[src/rtl/div_clk_monitor.sv]
// div_clk_monitor: synchronizes the divided clock, ticks on each rise, measures the rise-to-rise period
// and reports lock/error status. Define DIV_MON_TIMEOUT_EN to add the stalled-input timeout.
//
// state    | meaning
// ---------+-------------------------------------------------------------
// IDLE     | monitor disabled; counter, good count and lock cleared
// SEARCH   | waiting for a reference rise to start measuring
// MEASURE  | measuring periods, counting consecutive in-tolerance ones
// LOCKED   | period stable within tolerance
module div_clk_monitor #(
    parameter int SYNC_STAGES = 2,
    parameter int PERIOD_W    = 8,
    parameter int EXP_PERIOD  = 16,
    parameter int TOL         = 1,
    parameter int LOCK_CNT    = 4,
    parameter int TIMEOUT     = 64
) (
    input  logic                clk,
    input  logic                rst_n,
    input  logic                enable,
    input  logic                div_in,
    output logic                tick,
    output logic [PERIOD_W-1:0] period,
    output logic                locked,
    output logic                err,
    output logic [7:0]          err_cnt
);

    localparam logic [PERIOD_W-1:0] CNT_MAX   = '1;
    localparam logic [PERIOD_W-1:0] LO_LIM    = PERIOD_W'(EXP_PERIOD - TOL);
    localparam logic [PERIOD_W-1:0] HI_LIM    = PERIOD_W'(EXP_PERIOD + TOL);
    localparam logic [PERIOD_W-1:0] TO_CNT    = PERIOD_W'(TIMEOUT - 1);
    localparam logic [3:0]          GOOD_LOCK = 4'(LOCK_CNT);
`ifdef DIV_MON_TIMEOUT_EN
    localparam bit TIMEOUT_EN = 1'b1;
`else
    localparam bit TIMEOUT_EN = 1'b0;
`endif

    typedef enum logic [1:0] {S_IDLE, S_SEARCH, S_MEASURE, S_LOCKED} state_t;

    state_t                   state_q, state_d;
    logic [SYNC_STAGES-1:0]   sync_q, sync_d;
    logic                     hist_q, hist_d;
    logic [PERIOD_W-1:0]      cnt_q, cnt_d;
    logic [PERIOD_W-1:0]      period_q, period_d;
    logic [3:0]               good_q, good_d;
    logic                     tick_q, tick_d;
    logic                     err_q, err_d;
    logic                     locked_q, locked_d;
    logic [7:0]               err_cnt_q, err_cnt_d;

    logic                     rise;
    logic                     active;
    logic [PERIOD_W-1:0]      meas;
    logic                     in_tol;
    logic [3:0]               good_inc;
    logic                     timeout_hit;

    always_comb begin
        sync_d = {sync_q[SYNC_STAGES-2:0], div_in};
        hist_d = sync_q[SYNC_STAGES-1];
    end

    assign rise     = sync_q[SYNC_STAGES-1] & ~hist_q;
    assign active   = (state_q == S_MEASURE) || (state_q == S_LOCKED);
    // A saturated counter means the true period is unknown, so it can never be in tolerance.
    assign meas     = (cnt_q == CNT_MAX) ? CNT_MAX : cnt_q + PERIOD_W'(1);
    assign in_tol   = (cnt_q != CNT_MAX) && (meas >= LO_LIM) && (meas <= HI_LIM);
    assign good_inc = good_q + 4'd1;
    assign timeout_hit = TIMEOUT_EN && active && !rise && (cnt_q == TO_CNT);

    always_ff @(posedge clk or negedge rst_n) begin
        if (!rst_n) begin
            state_q <= S_IDLE;
        end else begin
            state_q <= state_d;
        end
    end

    always_comb begin : next_state
        state_d = state_q;
        if (!enable) begin
            state_d = S_IDLE;
        end else begin
            case (state_q)
                S_IDLE:    state_d = S_SEARCH;
                S_SEARCH:  if (rise) state_d = S_MEASURE;
                S_MEASURE: begin
                    if (rise && in_tol && good_inc == GOOD_LOCK) state_d = S_LOCKED;
                    else if (timeout_hit)                        state_d = S_SEARCH;
                end
                S_LOCKED: begin
                    if (rise && !in_tol)  state_d = S_MEASURE;
                    else if (timeout_hit) state_d = S_SEARCH;
                end
                default:   state_d = S_IDLE;
            endcase
        end
    end

    always_comb begin : outputs
        cnt_d     = cnt_q;
        good_d    = good_q;
        period_d  = period_q;
        tick_d    = 1'b0;
        err_d     = 1'b0;
        err_cnt_d = err_cnt_q;
        locked_d  = (state_d == S_LOCKED);
        if (!enable || state_q == S_IDLE) begin
            cnt_d  = '0;
            good_d = '0;
        end else if (rise) begin
            tick_d = 1'b1;
            cnt_d  = '0;
            if (active) begin
                period_d = meas;
                if (!in_tol) begin
                    err_d  = 1'b1;
                    good_d = '0;
                end else if (state_q == S_MEASURE) begin
                    good_d = good_inc;
                end
            end
        end else if (timeout_hit) begin
            err_d  = 1'b1;
            good_d = '0;
            cnt_d  = '0;
        end else if (active && cnt_q != CNT_MAX) begin
            cnt_d = cnt_q + PERIOD_W'(1);
        end
        if (err_d && err_cnt_q != 8'hFF) err_cnt_d = err_cnt_q + 8'd1;
    end

    always_ff @(posedge clk or negedge rst_n) begin
        if (!rst_n) begin
            sync_q    <= '0;
            hist_q    <= 1'b0;
            cnt_q     <= '0;
            period_q  <= '0;
            good_q    <= '0;
            tick_q    <= 1'b0;
            err_q     <= 1'b0;
            locked_q  <= 1'b0;
            err_cnt_q <= '0;
        end else begin
            sync_q    <= sync_d;
            hist_q    <= hist_d;
            cnt_q     <= cnt_d;
            period_q  <= period_d;
            good_q    <= good_d;
            tick_q    <= tick_d;
            err_q     <= err_d;
            locked_q  <= locked_d;
            err_cnt_q <= err_cnt_d;
        end
    end

    assign tick    = tick_q;
    assign period  = period_q;
    assign locked  = locked_q;
    assign err     = err_q;
    assign err_cnt = err_cnt_q;

endmodule

[config.mk]
export PLATFORM = sky130hd
export DESIGN_NAME = div_clk_monitor
export DESIGN_NICKNAME = d
export VERILOG_FILES = /design/src/rtl/div_clk_monitor.sv
export SDC_FILE = /design/constraint.sdc
export NUM_CORES = 1
export LEC_CHECK = 0
export ABC_AREA = 0
export ABC_CLOCK_PERIOD_IN_PS = 2800
export BUFFER_PORTS_ARGS = -buffer_cell sky130_fd_sc_hd__clkbuf_2
export CAP_MARGIN = 20
export CORE_UTILIZATION = 55
export CTS_BUF_LIST = sky130_fd_sc_hd__clkbuf_4 sky130_fd_sc_hd__clkbuf_8
export CTS_CLUSTER_SIZE = 10
export DETAILED_ROUTE_END_ITERATION = 8
export GPL_TIMING_DRIVEN = 0
export HOLD_SLACK_MARGIN = 0.15
export PLACE_DENSITY_LB_ADDON = 0.2
export SYNTH_ARGS = -nofsm -noshare
export SYNTH_HDL_FRONTEND = slang
export SYNTH_SLANG_ARGS = --single-unit
export TNS_END_PERCENT = 20
[constraint.sdc]
create_clock -name clk -period 2.8 [get_ports clk]
set_clock_uncertainty 0.05 [all_clocks]
set_input_delay 0.42 -clock clk [delete_from_list [all_inputs] [get_ports clk]]
set_output_delay 0.42 -clock clk [all_outputs]
set_load 0.03 [all_outputs]
## Word level (Yosys, flattened, before mapping)

Index checks and enable logic that the tools add are counted.

- Bitwise operators: 3
- Add/subtract/negate cells: 3
- Equal/unequal tests: 9
- Order comparisons: 2
- Reduce and logical (&&, ||, !) cells: 17
- Multiplexer cells: 20

Operators with widths:

| cell | count |
|---|---|
| two-way mux 8 bit | 4 |
| two-way mux 4 bit | 5 |
| adder 8 x 1 -> 8 bit, second input constant | 2 |
| != test 8 bit, second input constant | 2 |
| equality test 8 bit, second input constant | 1 |
| >= comparator 8 x 4 -> 1 bit, second input constant | 1 |
| less-or-equal comparator 8 x 5 -> 1 bit, second input constant | 1 |
| two-way mux 2 bit | 4 |
| case mux 2 bit (4 select lines) | 1 |
| logical AND 1 bit | 7 |
| equality test 2 bit, second input constant | 3 |
| two-way mux 1 bit | 6 |
| AND reduction 3 bit | 2 |
| adder 4 x 1 -> 4 bit, second input constant | 1 |
| equality test 4 x 3 -> 1 bit, second input constant | 1 |
| nonzero test 2 bit | 2 |
| != test 3 x 1 -> 1 bit, second input constant | 1 |
| nonzero test 3 bit | 1 |
| equality test 2 x 1 -> 1 bit, second input constant | 1 |
| zero test 1 bit | 2 |
| zero test 2 bit | 1 |
| logical OR 1 bit | 2 |
| inverter 1 bit | 2 |
| bitwise AND 1 bit | 1 |

- Output and inout port bits: 19
- Input bits: 4
- Bits in registers: 36
- Word-level logic and storage cells: 64

## Longest topological paths before layout

Gate-level depths: netlist of run 1.

- Word-level depth: 11
- Gate-level depth with buffers: 8
- Depth with buffers taken out: 6

## Worst setup path after synthesis of run 1

Ideal clock, no wire load.

- Path kind: register to register
- Start: register cnt_q[0]
- End: register err_cnt_q[1] (netlist: err_cnt[1])
- Arrival time: 1931 ps
- Stages on the path, launching flop included: 8
- Path slack: 694 ps
- Clock period less this slack: 2106 ps
- Setup time: 125 ps
- Buffers on the path: 1
- Required time: 2625 ps
- Cells stage by stage: dfrtp_1 -> ha_1 -> or3_1 -> a21oi_1 -> o31a_1 -> buf_6 -> a21oi_4 -> mux2_4

- Longest elaborated chain between the ends: 10
- Elaborated cells between the ends (all ways): 13
- Those cells by class: add/sub: 1; order compare: 2; eq/ne: 2; mux: 5; reduce/logical: 3

Ends and longest elaborated chain:

| element | line | text |
|---|---|---|
| start: declaration | 45 | `logic [PERIOD_W-1:0] cnt_q, cnt_d;` |
| start signal: assignment | 149 | `cnt_q <= cnt_d;` |
| adder 8 x 1 -> 8 bit or equality test 8 bit (tied branches) | 68 | `assign meas = (cnt_q == CNT_MAX) ? CNT_MAX : cnt_q + PERIOD_W'(1);` |
| two-way mux 8 bit | 68 |  |
| >= comparator 8 x 4 -> 1 bit | 69 | `assign in_tol = (cnt_q != CNT_MAX) && (meas >= LO_LIM) && (meas <= HI_LIM);` |
| logical AND 1 bit | 69 |  |
| logical AND 1 bit * | 69 |  |
| two-way mux 1 bit * | 118 | `if (!in_tol) begin` |
| two-way mux 1 bit * | 116 | `if (active) begin` |
| two-way mux 1 bit * | 113 | `end else if (rise) begin` |
| two-way mux 1 bit * | 110 | `if (!enable \|\| state_q == S_IDLE) begin` |
| logical AND 1 bit * | 132 | `if (err_d && err_cnt_q != 8'hFF) err_cnt_d = err_cnt_q + 8'd1;` |
| end signal: assignment | 155 | `err_cnt_q <= err_cnt_d;` |
| end: declaration | 51 | `logic [7:0] err_cnt_q, err_cnt_d;` |

Every way passes the cells marked *; elsewhere a longest branch is shown, timed or not.
A chain may end at the register's enable or synchronous reset.

## Worst setup path in the final report of run 1

Same ends and word-level chain as after synthesis.

==> results.toml, run 1 <==
[clock_network]
cts_sinks = 36
htree_levels = 2
cts_buffer_depth = 2
clk_pin_slew_worst_paths_ps = 100
post_cts_buffers = 0
cts-hold-fix-buffers = 1
insertion_delay_ps = 340
cts_tree = "yes"
cts_buffers = 5
ctsResizeCount = 0
root_buffer = "clkbuf_4"

[pwr]
power_density_nw_per_um2 = 491
total_power_w = 0.00106
pwr-share-seq_pct = 55.9
share_comb_of_total_power_pct = 19.3
vdd_ir_drop_max_mv = 0.333
p_int_w = 0.000727
p_leak_nw = 0.989
power_switching_share_pct = 31.4
power.share.clock_pct = 24.7
p_switching_w = 0.000333

[floorplanning]
die_w_um = 61.3
num_rows = 21
ioPinCount = 23
core_um2 = 3360
initial_utilization_pct = 57.5
fp.dieH_um = 61.3
design.die.area_um2 = 3760

[grt]
grt_pass1_wl_um = 6460
grt_pass1_vias = 1417
grt-ovfl-total = 0
grt_usage_pct = 24.0
antenna_found_initial = 0
grt_start_max_net_pins = 37

[detailed_routing]
drt_iter0_drc = 76
drc = 0
wl_um = 3830
vias = 1503
postRouteAntennaNets = 0
routedWlPerCell_um = 14.6
vias_per_cell = 5.74
firstDrtPassIters = 4

[layout]
fill_cells = 312
layout.nets = 223
syn2layout_area_growth_pct = 11.8
n_antenna_cell = 0
drive_gt1_share_pct = 24.1

[yosys]
syn-instance-count = 186
synthMuxAreaShare_pct = 2.59
netlist_top_cells_area = "dfrtp_1 (47%), xor2_1 (4.5%), nor2_1 (4.1%)"
synth_top_family_by_area = "simple AND/OR/NAND/NOR gates"
synthArstFlopShare_pct = 100
yosysTopAreaCell = "dfrtp_1"
synth-edff-count = 0
syn_nets = 193
synthAdderAreaFrac_pct = 1.94
synth_area_per_cell_um2 = 10.4
synth_xor_area_share_pct = 7.25
yosysWarnings = 0
synthSimpleGateAreaFrac_pct = 19.0
yosys_register_bits = 36
ys_types = 50
synth.cell_area_um2 = 1930
synth_compound_area_share_pct = 18.3
yosysTopAreaCellShare_pct = 46.6
synth_seq_area_share_pct = 46.6
ys.flop_type = "dfrtp_1"

[placed_design]
dp_hpwl_um = 2810
gp_congestion = 0.816
port_buffers = 22

[setup_path]
critPathLaunchType = "flip-flop"
worstPathCellList = "ha_1 > or3_1 > a21oi_1 > o31a_1 > buf_6 > a21oi_4 > mux2_4"
cp-end-kind = "flip-flop"
path_max_fanout = 10
critPathArrivalTime_ps = 2540
cp.required_ps = 2980
cpPeakStageDelay_ps = 470
crit_slowest_cell = "dfrtp_1"
critPathKind = "flip-flop to flip-flop"

[timing]
fmax_mhz = 425
rsz0062_at_grt = "no"
setup_tns_ps = 0
fin_crit_sh_pct = 84.1
worst_pin_slew_ps = 883
slew_viol_final = 0
setup_viol = 0
slew-limit-headroom_pct = 41.1
hold_viol_final = 0
min_period_ps = 2350

[min_path]
min_path_type = "input pin to async pin"

[run_status]
status = "finished, final reports clean"

[flow_run]
drv_cap = 0
-- stage by stage --
step                cells  util [%]  setup slack (ps)  hold slack (ps)  area (um2)
global route          262      64.2               362              192        2160
floorplan             186         -               694             74.4        1930
finish                262      64.2               445              130        2160
CTS                   262      64.2               460              159        2160
detailed placement    254      62.5               476              303        2100
global placement      254      62.5               508              296        2100
-- per-layer routing --
layer / wire length (um) / global-route usage (%) / share of wire (%) / vias up
met4: 61 / 8.44 / 1.6 / 0
met3: 128 / 6.30 / 3.3 / 5
li1: - / - / - / 724
met2: 1960 / 40.8 / 51 / 25
met5: 0 / 0 / 0 / -
met1: 1670 / 29.5 / 44 / 749
-- critical path, delay by kind of cell, from the launching register on --
family | cells | cell delay (ps)
muxes | 1 | 290
adders and majority gates | 1 | 390
AOI/OAI and AO/OA | 3 | 520
and+or+nand+nor | 1 | 320
DFF | 1 | 470
buffers and inverters | 1 | 200
-- synthesized netlist by cell type (2+ instances only) --
library cell  number
a31oi_1            5
buf_4              3
inv_1              2
or3_1              3
xor2_1            10
xnor2_1            6
nand3_1           12
a211oi_2           2
o21ai_0            3
clkbuf_1           5
o2111ai_1          2
o211ai_1           2
a21o_1             2
nor2_1            21
mux2_4             2
buf_6              2
nand2_1           13
o2bb2ai_1          2
ha_1               3
buf_2              2
a21oi_1           11
dfrtp_1           36
and3_1             3
a2111oi_2          2
nand4_1            2
and2_1             2
nand2b_1           3
nor3_1             2
mux2i_1            2
-- layout by cell type (no fill, tap or decap), types with 3 or more instances in the layout --
master    synthesis  layout
xnor2_1           6       6
o21ai_0           3       3
nand2b_1          3       3
nor2_1           21      21
and3_1            3       3
clkbuf_2          0      22
nand3_1          12      12
a21oi_1          11      11
clkbuf_4          0       6
a31oi_1           5       5
xor2_1           10      10
buf_4             3       3
clkbuf_1          5       5
nand2_1          13      13
dfrtp_1          36      36
or3_1             3       3
ha_1              3       3
-- cell type report --
cell class | instances | area (um2) | share of cell area, %
inverters | 2 | 7.51 | 0.347
clock inverters | 1 | 5.00 | 0.232
flip-flops and latches | 36 | 901 | 41.7
repair buffers | 23 | 120 | 5.56
clock buffers | 6 | 45.0 | 2.08
plain buffers | 13 | 77.6 | 3.59
multi-input cells | 135 | 947 | 43.8
well taps | 46 | 57.6 | 2.66
-- cell families (layout without fill, tap and decap cells) --
| logic type | count (synthesis) | count (layout) |
|---|---|---|
| XOR/XNOR | 16 | 16 |
| buffers and inverters | 15 | 45 |
| adder cells (fa/ha/maj) | 3 | 3 |
| flip-flops | 36 | 36 |
| AO/OA/AOI/OAI | 43 | 43 |
| AND/OR/NAND/NOR | 69 | 69 |
| multiplexers | 4 | 4 |
-- power by group through the flow --
| stage | Sequential [W] | Clock, W | Combinational, W |
|---|---|---|---|
| 6_report | 0.000593 | 0.000262 | 0.000205 |
| 5_1_grt | 0.000599 | 0.000293 | 0.000229 |
| 4_1_cts | 0.000593 | 0.000273 | 0.000208 |
| 3_5_place_dp | 0.000604 | 0 | 0.000205 |
| 3_3_place_gp | 0.000600 | 0 | 0.000200 |
| 2_1_floorplan | 0.000676 | 0 | 0.0000624 |
-- state kept, by name, indices dropped and copies added, names as in the netlist --
register	count
tick	1
locked	1
period	8
hist_q	1
cnt_q	8
good_q	4
state_q	2
err_cnt	8
err	1
sync_q	2
-- final timing paths --
check / startpoint / end / cells after the start / slack (ps)
worst max-delay path: cnt_q[0]$_DFFE_PN0P_ / err_cnt[1]$_DFFE_PN0P_ / 7 / 450
worst min-delay path: rst_n / cnt_q[3]$_DFFE_PN0P_ / 1 / 130
worst max register to register: cnt_q[0]$_DFFE_PN0P_ / err_cnt[1]$_DFFE_PN0P_ / 7 / 450
worst min register to register: sync_q[0]$_DFF_PN0_ / sync_q[1]$_DFF_PN0_ / 0 / 320
max in group asynchronous: rst_n / period[7]$_DFFE_PN0P_ / 1 / 2020
min in group clk: sync_q[0]$_DFF_PN0_ / sync_q[1]$_DFF_PN0_ / 0 / 320
Power figures use the tool's default switching activity.
==> run 2, diff against run 1 <==
--- a/config.mk
+++ b/config.mk
@@ -5,11 +5,11 @@
 export SDC_FILE = /design/constraint.sdc
 export NUM_CORES = 1
 export LEC_CHECK = 0
-export ABC_AREA = 0
-export ABC_CLOCK_PERIOD_IN_PS = 2800
+export ABC_AREA = 1
+export ABC_CLOCK_PERIOD_IN_PS = 2090
 export BUFFER_PORTS_ARGS = -buffer_cell sky130_fd_sc_hd__clkbuf_2
 export CAP_MARGIN = 20
-export CORE_UTILIZATION = 55
+export CORE_UTILIZATION = 54
 export CTS_BUF_LIST = sky130_fd_sc_hd__clkbuf_4 sky130_fd_sc_hd__clkbuf_8
 export CTS_CLUSTER_SIZE = 10
 export DETAILED_ROUTE_END_ITERATION = 8
==> constraint.sdc (replaced) <==
create_clock -name clk -period 2.09 [get_ports clk]
set_clock_uncertainty 0.05 [all_clocks]
set_input_delay 0.3135 -clock clk [delete_from_list [all_inputs] [get_ports clk]]
set_output_delay 0.3135 -clock clk [all_outputs]
set_load 0.03 [all_outputs]
==> run 2 against run 1 <==
  * Die area shrank 2.4%
  * Power increased by 39%
  * Core utilization rose by 3.6 points
  * Worst setup slack got worse by 280 ps
  * Highest routed layer unchanged
==> results.toml, run 2 <==
[detailed_routing]
firstDrtPassIters = 4
vias = 1462
vias_per_cell = 4.94
drc = 0
drt_iter0_drc = 60
postRouteAntennaNets = 0
wl_um = 3330
routedWlPerCell_um = 11.2

[yosys]
yosysMostFrequentCell = "nand2_1"
ys.flop_type = "dfrtp_1"
yosysTopAreaCell = "dfrtp_1"
netlist_top_cells_area = "dfrtp_1 (49%), nand2_1 (11%), inv_1 (5.9%)"
synth.cell_area_um2 = 1850
synth_seq_area_share_pct = 48.6
synth-edff-count = 0
syn-instance-count = 218
synthArstFlopShare_pct = 100
synth_area_per_cell_um2 = 8.49
yosysTopAreaCellShare_pct = 48.6
syn_nets = 225
yosys_register_bits = 36
synth_commonest_cells = "nand2_1 (53), dfrtp_1 (36), inv_1 (29)"
yosysWarnings = 0
ys_types = 25

[timing]
hold_viol_final = 0
slew-limit-headroom_pct = 42.0
min_period_ps = 1920
setup_viol = 0
setup_ws_ps = 168
fmax_mhz = 520
fin_crit_sh_pct = 91.9
slew_viol_final = 0
rsz0062_at_grt = "no"
worst_pin_slew_ps = 870
setup_tns_ps = 0

[run_status]
status = "finished, final reports clean"

[layout]
seq_area_um2 = 902
syn2layout_area_growth_pct = 15.5
drive_gt1_share_pct = 23.4
final_common_cell = "nand2_1"
multi_input_area_um2 = 805
fill_cells = 283
fin_area_um2 = 2140
final_cell_mix = "nand2_1 (53), dfrtp_1 (35), inv_1 (29), clkbuf_2 (22), nor2_1 (20)"
layout.nets = 258
n_antenna_cell = 0

[setup_path]
worstPathCellList = "ha_1 > nand2_2 > nor2_4 > nand2_1 > nand2_1 > inv_2 > nand2_1 > o21ai_2 > nand3_4 > nand3_4 > buf_12 > nand2_2 > o21ai_2"
crit_slowest_cell = "dfrtp_1"
crit_top_cell = "nand2_1"
critPathArrivalTime_ps = 2110
critPathLaunchType = "flip-flop"
cpPeakStageDelay_ps = 420
critPathKind = "flip-flop to flip-flop"
worstPathBufferInverterCount = 2
r2r_cells = 13
path_delay_family = "simple AND/OR/NAND/NOR gates"
cp_num_cells = 13
cp-end-kind = "flip-flop"
setup.reg_to_reg.worst_slack_ps = 170
cp.required_ps = 2270
path_max_fanout = 10

[clock_network]
cts_tree = "yes"
cts_sinks = 36
cts_buffers = 5
insertion_delay_ps = 350
root_buffer = "clkbuf_4"
clk_pin_slew_worst_paths_ps = 120
htree_levels = 2
cts_buffer_depth = 2

[grt]
grt_usage_pct = 22.4
grt-ovfl-total = 0
grt_pass1_wl_um = 5980
grt_start_max_net_pins = 37
antenna_found_initial = 0
grt_pass1_vias = 1417

[floorplanning]
die_w_um = 60.6
core_um2 = 3150
design.die.area_um2 = 3670
initial_utilization_pct = 58.7
fp.dieH_um = 60.6
ioPinCount = 23
num_rows = 20

[min_path]
min_path_type = "flip-flop to flip-flop"
hold_depth = 0

[flow_run]
drv_cap = 0

[placed_design]
placed_cell_area_um2 = 2020
dp_hpwl_um = 2480
gp_congestion = 0.885
post-place-ws_ps = 116
port_buffers = 22

[pwr]
p_leak_nw = 1.06
vdd_ir_drop_max_mv = 0.462
power_density_nw_per_um2 = 688
## run 2: cell types whose count changed after synthesis, sizes merged, moves of 6 or more
| cell | change |
|---|---|
| a21oi | -8 |
| o21ai | +11 |
| xor2 | -6 |
| inv | +31 |
| nand2 | +45 |
| buf | -6 |
## run 2: what timing repair did
action	in CTS	in global routing
hold buffers	3	0
hold endpoints to repair	38	0
setup endpoints to repair	0	12
gates resized for setup	0	2
setup buffers	0	1
## run 2: path summary, 6_finish.rpt
path | startpoint | end
setup / recovery | cnt_q[1]$_DFFE_PN0P_ | err_cnt[5]$_DFFE_PN0P_
max in group asynchronous | rst_n | cnt_q[0]$_DFFE_PN0P_
setup reg to reg | cnt_q[1]$_DFFE_PN0P_ | err_cnt[5]$_DFFE_PN0P_
hold / removal | sync_q[0]$_DFF_PN0_ | sync_q[1]$_DFF_PN0_
min in group asynchronous | rst_n | tick$_DFF_PN0_
hold reg to reg | sync_q[0]$_DFF_PN0_ | sync_q[1]$_DFF_PN0_
## run 2: per-stage QoR
step	hold WS, ps	power, W	std cells	util [%]
finish	292	0.00147	296	67.8
global route	313	0.00155	296	67.8
CTS	307	0.00149	295	67.5
detailed placement	289	0.000986	284	64.0
global placement	284	0.000981	284	64.0
floorplan	-32.1	0.000915	218	-
## run 2: cells by family after synthesis
kind of cell	synth area share, %
simple gates	25.7
xor+xnor	4.26
buf+inv	8.04
flops	48.6
fa+ha+maj	2.03
compound gates	11.4
## run 2: power breakdown
part           switching [W]  internal, W
logic               0.000149    0.0000613
registers          0.0000261     0.000738
clock network       0.000233     0.000264
total               0.000407      0.00106
## run 2: final cells by class
| class | instances | share of cell area (%) |
|---|---|---|
| clock buffers | 6 | 2.11 |
| multi-input cells | 147 | 37.6 |
| inverters | 33 | 5.79 |
| well taps | 44 | 2.57 |
| plain buffers | 2 | 1.17 |
| flip-flops and latches | 36 | 42.2 |
| clock inverters | 2 | 1.64 |
| repair buffers | 26 | 6.90 |
## run 2: per-layer routing
layer / wire length (um) / vias up / global-route usage (%) / share of wire (%)
met5: 0 / - / 0 / 0
li1: - / 764 / - / -
met2: 1550 / 21 / 35.8 / 47
met4: 28 / 0 / 7.79 / 0.84
met1: 1640 / 673 / 29.6 / 49
met3: 111 / 4 / 5.97 / 3.3
==> run 3, diff against run 2 <==
--- a/config.mk
+++ b/config.mk
@@ -15,7 +15,7 @@
 export DETAILED_ROUTE_END_ITERATION = 8
 export GPL_TIMING_DRIVEN = 0
 export HOLD_SLACK_MARGIN = 0.15
-export PLACE_DENSITY_LB_ADDON = 0.2
+export PLACE_DENSITY_LB_ADDON = 0.05
 export SYNTH_ARGS = -nofsm -noshare
 export SYNTH_HDL_FRONTEND = slang
 export SYNTH_SLANG_ARGS = --single-unit
==> run 3 against run 2 <==
  * Die area unchanged
  * Critical path type unchanged
  * Wire length is 7.8% higher
  * Via count rose by 5.8%
  * Sequential power is essentially flat
  * Combinational power is essentially flat
  * Non-clock buffer count up 1
  * Hold slack improved by 39 ps
  * Core utilization decreased by 0.16 points
  * First-iteration DRC count rose by 5.0%
  * Power is 5.3% lower
  * Largest cell class unchanged
  * Final cell count increased by 0.34%
  * Fmax is 1.1% lower
==> results.toml, run 3 (same netlist as run 2, synthesis figures left out) <==
[setup_path]
critPathArrivalTime_ps = 2130
cp-end-kind = "flip-flop"
r2r_cells = 12
critPathKind = "flip-flop to flip-flop"
setup.reg_to_reg.worst_slack_ps = 150
setup.worst_path.end = "err_cnt[5]$_DFFE_PN0P_"
r2r-start = "cnt_q[0]$_DFFE_PN0P_"
cp-startpoint = "cnt_q[0]$_DFFE_PN0P_"
path_max_fanout = 10
cp.required_ps = 2280
critPathLaunchType = "flip-flop"
worstReg2RegEnd = "err_cnt[5]$_DFFE_PN0P_"

[clock_network]
insertion_delay_ps = 340
cts_buffers = 5
root_buffer = "clkbuf_4"
htree_levels = 2
cts_buffer_depth = 2
clk_pin_slew_worst_paths_ps = 100
cts_tree = "yes"
cts_sinks = 36

[detailed_routing]
drt_iter0_drc = 63
firstDrtPassIters = 4
wl_um = 3590
drc = 0
vias_per_cell = 5.21
vias = 1547
routedWlPerCell_um = 12.1
postRouteAntennaNets = 0

[placed_design]
placed_cell_area_um2 = 2020
gp_congestion = 0.895
port_buffers = 22
dp_hpwl_um = 2600

[layout]
fill_cells = 289
drive_gt1_share_pct = 23.3
multi_input_area_um2 = 807
n_antenna_cell = 0
syn2layout_area_growth_pct = 15.2
final_cell_mix = "nand2_1 (53), dfrtp_1 (36), inv_1 (29), clkbuf_2 (22), nor2_1 (21)"
layout.nets = 259
fin_area_um2 = 2130
final_common_cell = "nand2_1"
seq_area_um2 = 901

[timing]
slew_viol_final = 0
setup_tns_ps = 0
slew-limit-headroom_pct = 42.0
worst_pin_slew_ps = 870
min_period_ps = 1940
fmax_mhz = 515
hold_viol_final = 0
fin_crit_sh_pct = 93.0
setup_viol = 0

[pwr]
vdd_ir_drop_max_mv = 0.452
power_density_nw_per_um2 = 653
p_leak_nw = 1.06

[flow_run]
drv_cap = 0

[min_path]
min_path_type = "flip-flop to flip-flop"

[floorplanning]
ioPinCount = 23
fp.dieH_um = 60.6
initial_utilization_pct = 58.7
die_w_um = 60.6
design.die.area_um2 = 3670
core_um2 = 3150
num_rows = 20

[grt]
grt_usage_pct = 23.6
grt-ovfl-total = 0
grt_start_max_net_pins = 37
grt_pass1_vias = 1495
antenna_found_initial = 0
grt_pass1_wl_um = 6280

[run_status]
status = "finished, final reports clean"
-- run 3: cell count changes in the layout (fill, tap and decap cells not counted), sizes merged --
cell,before,now
clkinv,1,0
bufinv,1,0
buf,3,4
clkbuf,28,30
-- run 3: worst min path at each step --
stage | from | endpoint | cells after the start
6_report | sync_q[0]$_DFF_PN0_ | sync_q[1]$_DFF_PN0_ | 0
5_1_grt | sync_q[0]$_DFF_PN0_ | sync_q[1]$_DFF_PN0_ | 0
4_1_cts | sync_q[1]$_DFF_PN0_ | hist_q$_DFF_PN0_ | 0
3_5_place_dp | sync_q[0]$_DFF_PN0_ | sync_q[1]$_DFF_PN0_ | 0
2_1_floorplan | rst_n | cnt_q[0]$_DFFE_PN0P_ | 0
3_3_place_gp | sync_q[0]$_DFF_PN0_ | sync_q[1]$_DFF_PN0_ | 0
-- run 3: report_power, final --
| group | leakage [nW] | internal [W] | switching [W] |
|---|---|---|---|
| clock | 0.0394 | 0.000192 | 0.000223 |
| combinational | 0.533 | 0.0000621 | 0.000150 |
| sequential | 0.486 | 0.000738 | 0.0000271 |
| total | 1.06 | 0.000992 | 0.000400 |
-- run 3: layout make-up --
cell class,count,share of cell area [%]
sequential,36,42.2
tap,44,2.58
multi-input combinational,147,37.8
timing repair buffer,27,7.27
clock buffer,8,3.11
buffer,2,1.17
inverter,33,5.81
-- run 3: critical path: stages, from the launching register on --
cell and delay, ps:
dfrtp_1 420, ha_1 250, nand2_2 100, nor2_4 50
nand2_4 120, inv_2 60, nor2_1 130, nand2_1 120
nand3_4 120, nand3_4 130, buf_12 180, nand2_2 60
o21ai_2 50
-- run 3: through the flow --
| step | hold slack, ps | util [%] | setup slack (ps) | cells | total power [W] |
|---|---|---|---|---|---|
| 6_report | 331 | 67.7 | 147 | 297 | 0.00139 |
| 5_1_grt | 344 | 67.7 | -8.32 | 297 | 0.00146 |
| 4_1_cts | 338 | 67.0 | 102 | 295 | 0.00141 |
| 3_5_place_dp | 313 | 64.0 | 121 | 284 | 0.000988 |
| 3_3_place_gp | 285 | 64.0 | 134 | 284 | 0.000978 |
| 2_1_floorplan | -32.1 | - | 303 | 218 | 0.000915 |
-- run 3: what timing repair did --
action                                  4_1_cts  5_1_grt
setup buffers                                 0        2
hold buffers                                  3        0
resized for setup                             0        1
endpoints found under the setup margin        0        8
hold endpoints to repair                     38        0
-- run 3: routing by layer --
layer / share of wire [%] / wire [um] / vias to the layer above / GRT usage, %
met2: 49 / 1750 / 44 / 40.5
li1: - / - / 768 / -
met5: 0 / 0 / - / 0
met1: 43 / 1540 / 728 / 28.8
met4: 1.8 / 63 / 0 / 8.77
met3: 6.7 / 242 / 7 / 5.76
